===== src/rtl/norm_shift_unit.sv =====
// norm_shift_unit: multi-cycle 32-bit normalizer, one bit per cycle.
// Define NORM_SIGNED_EN to honor is_signed (redundant-sign-bit count).
module norm_shift_unit (
    input  logic        clk,
    input  logic        rst_n,
    input  logic        start,
    input  logic [31:0] src1,
    input  logic        is_signed,
    output logic        busy,
    output logic        done,
    output logic [31:0] norm_out,
    output logic [5:0]  shamt,
    output logic        zero
);

    typedef enum logic [1:0] {
        IDLE = 2'b00,
        BUSY = 2'b01,
        DONE = 2'b10
    } state_t;

    state_t      state;
    logic [31:0] w;
    logic [5:0]  cnt;
    logic        hit;
    logic        accept;

    assign accept = start & ((state == IDLE) | (state == DONE));

`ifdef NORM_SIGNED_EN
    logic mode;

    // signed mode stops once the top two bits differ
    assign hit = mode ? (w[31] ^ w[30]) : w[31];

    always_ff @(posedge clk or negedge rst_n) begin
        if (!rst_n) begin
            mode <= 1'b0;
        end else if (accept) begin
            mode <= is_signed;
        end
    end
`else
    logic unused_is_signed;

    assign unused_is_signed = is_signed;
    assign hit = w[31];
`endif

    always_ff @(posedge clk or negedge rst_n) begin
        if (!rst_n) begin
            state    <= IDLE;
            w        <= '0;
            cnt      <= '0;
            busy     <= 1'b0;
            done     <= 1'b0;
            norm_out <= '0;
            shamt    <= '0;
            zero     <= 1'b0;
        end else begin
            done <= 1'b0;
            if (accept) begin
                w     <= src1;
                cnt   <= '0;
                busy  <= 1'b1;
                state <= BUSY;
            end else begin
                unique case (state)
                    IDLE: begin
                        state <= IDLE;
                    end
                    BUSY: begin
                        if (w == 32'd0) begin
                            norm_out <= '0;
                            shamt    <= 6'd32;
                            zero     <= 1'b1;
                            busy     <= 1'b0;
                            done     <= 1'b1;
                            state    <= DONE;
                        end else if (hit) begin
                            norm_out <= w;
                            shamt    <= cnt;
                            zero     <= 1'b0;
                            busy     <= 1'b0;
                            done     <= 1'b1;
                            state    <= DONE;
                        end else begin
                            w   <= w << 1;
                            cnt <= cnt + 6'd1;
                        end
                    end
                    DONE: begin
                        state <= IDLE;
                    end
                    default: begin
                        busy  <= 1'b0;
                        state <= IDLE;
                    end
                endcase
            end
        end
    end

endmodule


===== config.mk =====
export PLATFORM = sky130hd
export DESIGN_NAME = norm_shift_unit
export DESIGN_NICKNAME = d
export VERILOG_FILES = /design/src/rtl/norm_shift_unit.sv
export SDC_FILE = /design/constraint.sdc
export NUM_CORES = 1
export LEC_CHECK = 0
export CORE_ASPECT_RATIO = 1.1
export CORE_MARGIN = 2
export CORE_UTILIZATION = 40
export CTS_CLUSTER_SIZE = 40
export DETAILED_ROUTE_END_ITERATION = 10
export PLACE_DENSITY = 0.69
export SLEW_MARGIN = 15
export SYNTH_ARGS = -nofsm -noshare
export SYNTH_HDL_FRONTEND = slang
export SYNTH_SLANG_ARGS = --single-unit
export TNS_END_PERCENT = 30

===== constraint.sdc =====
create_clock -name clk -period 2 [get_ports clk]
set_clock_uncertainty 0.05 [all_clocks]
set_input_delay 0.3 -clock clk [delete_from_list [all_inputs] [get_ports clk]]
set_output_delay 0.3 -clock clk [all_outputs]
set_load 0.02 [all_outputs]

==> metrics.md <==
| Metric | Value |
|---|---|
| Routability Congestion | `0.767` |
| First-pass GRT wire length | `13000 microns` |
| Dpl hpwl | `5280 microns` |
| Pleak | `1.98 nW` |
| DR pass1 iterations | `5` |
| N_diodes | `0` |
| GR Util All Layers | `18.2%` |
| DRT iter0 DRCs | `107` |
| Number of top-level pins | `77` |
| Number of H-tree levels | `3` |
| Clk buf depth | `2` |
| Achievable Freq | `0.534 GHz` |
| Area growth, synth to finish | `35.6%` |
| CP top delay family | `simple AND/OR/NAND/NOR gates` |
| Clk pin slew, worst setup/hold paths | `80 ps` |
| Post-synth cell types | `37` |
| DRT antenna net count | `0` |
| EDFF count, synth | `0` |
| Reg2reg end | `norm_out[29]$_DFFE_PN0P_` |
| Cells after synthesis | `281` |
| Die Y-Extent | `99.5 microns` |
| Worst slew pin tran | `475 ps` |
| Port bufs | `75` |
| Power Total | `7.13 mW` |
| Worst-path maximum fanout | `13` |
| Register area | `2030 sq um` |
| Num CTS Buffers | `9` |
| FP Rows | `34` |
| FF+latch count, synth | `81` |
| Root cell of the clock tree | `clkbuf_8` |
| Grt ovf | `0` |
| Place WS | `-44.9 ps` |
| Synth Warn # | `0` |
| Pwr/cell area | `1590 nW/um^2` |
| Final hold vios | `0` |
| Initial antenna violation count | `0` |
| Nets | `402` |
| Slowest-stage cell, CP | `dfrtp_1` |
| Largest net degree at the start of global routing | `80` |
| Slew HR | `68.3%` |
| Worst R2R Setup Slack | `130 ps` |
| Area of the multi-input gates | `1100 sq um` |
| Drt wl/cell | `16.6 microns` |
| Initial Utilization | `41.6%` |
| CP startpoint kind | `register` |
| Clock Latency Late Sink | `350 ps` |
| Seq/Total Area, Yosys | `61.2%` |
| Clk sinks | `81` |
| TritonCTS clock tree | `done` |
| Detailed Route WL | `7900 microns` |
| Critical path arrival | `2060 ps` |
| Slew Viols, Final | `0` |
| Critical path endpoint category | `register` |
| Synth area leader | `dfrtp_1` |
| # DRC | `0` |
| Crit path largest cell delay | `440 ps` |
| Setup-failing EPs final | `0` |
| Fill count | `709` |
| Worst min path class | `input port to asynchronous set/reset pin` |
| Count leader, synth | `dfrtp_1` |
| Ys flop type | `dfrtp_1` |
| Share of Yosys cell area claimed by the top area cell type | `61.2%` |
| Mapped Avg Cell Area | `11.8 sq um` |
| Vias in the first global route | `2556` |
| Share of post-route cells with drive strength above 1 | `12.2%` |
| Worst Path Buf+Inv | `1` |
| Worst setup margin | `126 ps` |
| Top post-synthesis cells by count | `dfrtp_1 (81), a22o_1 (38), inv_1 (32)` |
| Setup TNS | `0 ps` |
| Max Cap Viol | `0` |
| Vias per cell | `5.23` |
| Tmin final | `1870 ps` |
| Worst path required time | `2180 ps` |
| Peak VDD IR | `0.664 mV` |
| Core area | `7960 sq um` |
| Total nets after synthesis | `318` |
| Status | `completed` |
| Total number of vias | `2496` |
| Largest cells by area after synthesis | `dfrtp_1 (61%), a22o_1 (10%), a22oi_1 (6.6%)` |
| Width of the die | `90.8 microns` |
| Synthesized area | `3310 sq um` |
| RSZ-0062 raised after global routing | `yes` |
| R2R depth | `6` |
| Synth async-reset ratio | `100%` |
| Die ar. | `9030 sq um` |
| Crit Path Class | `register to register` |
| Worst r2r src | `w[7]$_DFFE_PN0P_` |
| Final period util | `93.7%` |
| Worst-path cell chain | `nor4_2 -> nand4_1 -> nor2_2 -> o21ai_2 -> buf_4 -> a22o_1` |
[placed cells by master (no fill, tap or decap), types with 3 or more instances in the layout]
| cell type | instances |
|---|---|
| nand2b_1 | 4 |
| dfrtp_1 | 80 |
| o21ai_1 | 28 |
| buf_4 | 13 |
| nor4_2 | 7 |
| buf_12 | 3 |
| nand2_1 | 3 |
| a22oi_1 | 29 |
| clkdlybuf4s50_1 | 74 |
| o21ai_0 | 3 |
| clkbuf_8 | 10 |
| inv_1 | 32 |
| a21oi_1 | 3 |
| a22o_1 | 38 |
| nor2_1 | 6 |
| nand3_1 | 4 |
[repair_timing]
action | CTS | global route
hold endpoints to repair | 81 | 0
hold buffers | 1 | 0
resized for setup | 1 | 7
pin swaps | 0 | 1
endpoints found under the setup margin | 30 | 70
setup buffers | 0 | 1
[cell families (layout without fill, tap and decap cells)]
logic type	count (synthesis)	count (layout)	share of synthesized area, %
flip-flops	81	81	61.2
buffers and inverters	51	139	7.06
adder cells (fa/ha/maj)	1	1	0.378
XOR/XNOR	1	1	0.264
AO/OA/AOI/OAI	110	110	24.2
multiplexers	1	1	0.302
AND/OR/NAND/NOR	36	36	6.65
[area by class of cell]
type	instances	share of cell area, %
Multi-Input combinational cell	149	24.5
Clock inverter	4	1.20
Sequential cell	81	45.2
Tap cell	108	3.01
Timing Repair Buffer	91	20.2
Clock buffer	11	3.15
Inverter	33	2.81
[through the flow]
step / cell area (sq um) / util (%) / cells / hold WS (ps)
after floorplan: 3310 / - / 281 / -45.6
after global placement: 4240 / 53.2 / 460 / 47.2
after detailed placement: 4240 / 53.2 / 460 / 47.5
after CTS: 4440 / 55.9 / 476 / 215
after global routing: 4490 / 56.5 / 477 / 225
final: 4490 / 56.5 / 477 / 227
[worst max-delay path by stage]
stage,start,to,depth (start not counted)
floorplan,w[23]$_DFFE_PN0P_,norm_out[6]$_DFFE_PN0P_,7
global placement,w[22]$_DFFE_PN0P_,w[28]$_DFFE_PN0P_,6
detailed placement,w[23]$_DFFE_PN0P_,w[28]$_DFFE_PN0P_,6
CTS,w[23]$_DFFE_PN0P_,norm_out[29]$_DFFE_PN0P_,6
global route,w[22]$_DFFE_PN0P_,w[28]$_DFFE_PN0P_,6
finish,w[7]$_DFFE_PN0P_,norm_out[29]$_DFFE_PN0P_,6
[power breakdown]
part | switching, mW | total [mW] | internal (mW)
Sequential | 0.665 | 2.98 | 2.32
Combinational | 1.50 | 2.96 | 1.47
Clock | 0.582 | 1.19 | 0.607
Total | 2.74 | 7.13 | 4.39
[layer usage]
metal / global-route usage [%] / vias to the layer above / routed length (microns)
li1: - / 1187 / -
met1: 25.1 / 1237 / 3680
met2: 29.2 / 64 / 3800
met3: 3.11 / 8 / 294
met4: 7.11 / 0 / 121
met5: 0 / - / 0
[flip-flops by register name (all words and copies together), names as in the netlist]
register	flops
busy	1
done	1
norm_out	32
shamt	6
w	32
state	2
zero	1
cnt	6
(Power assumes the default switching activity.)
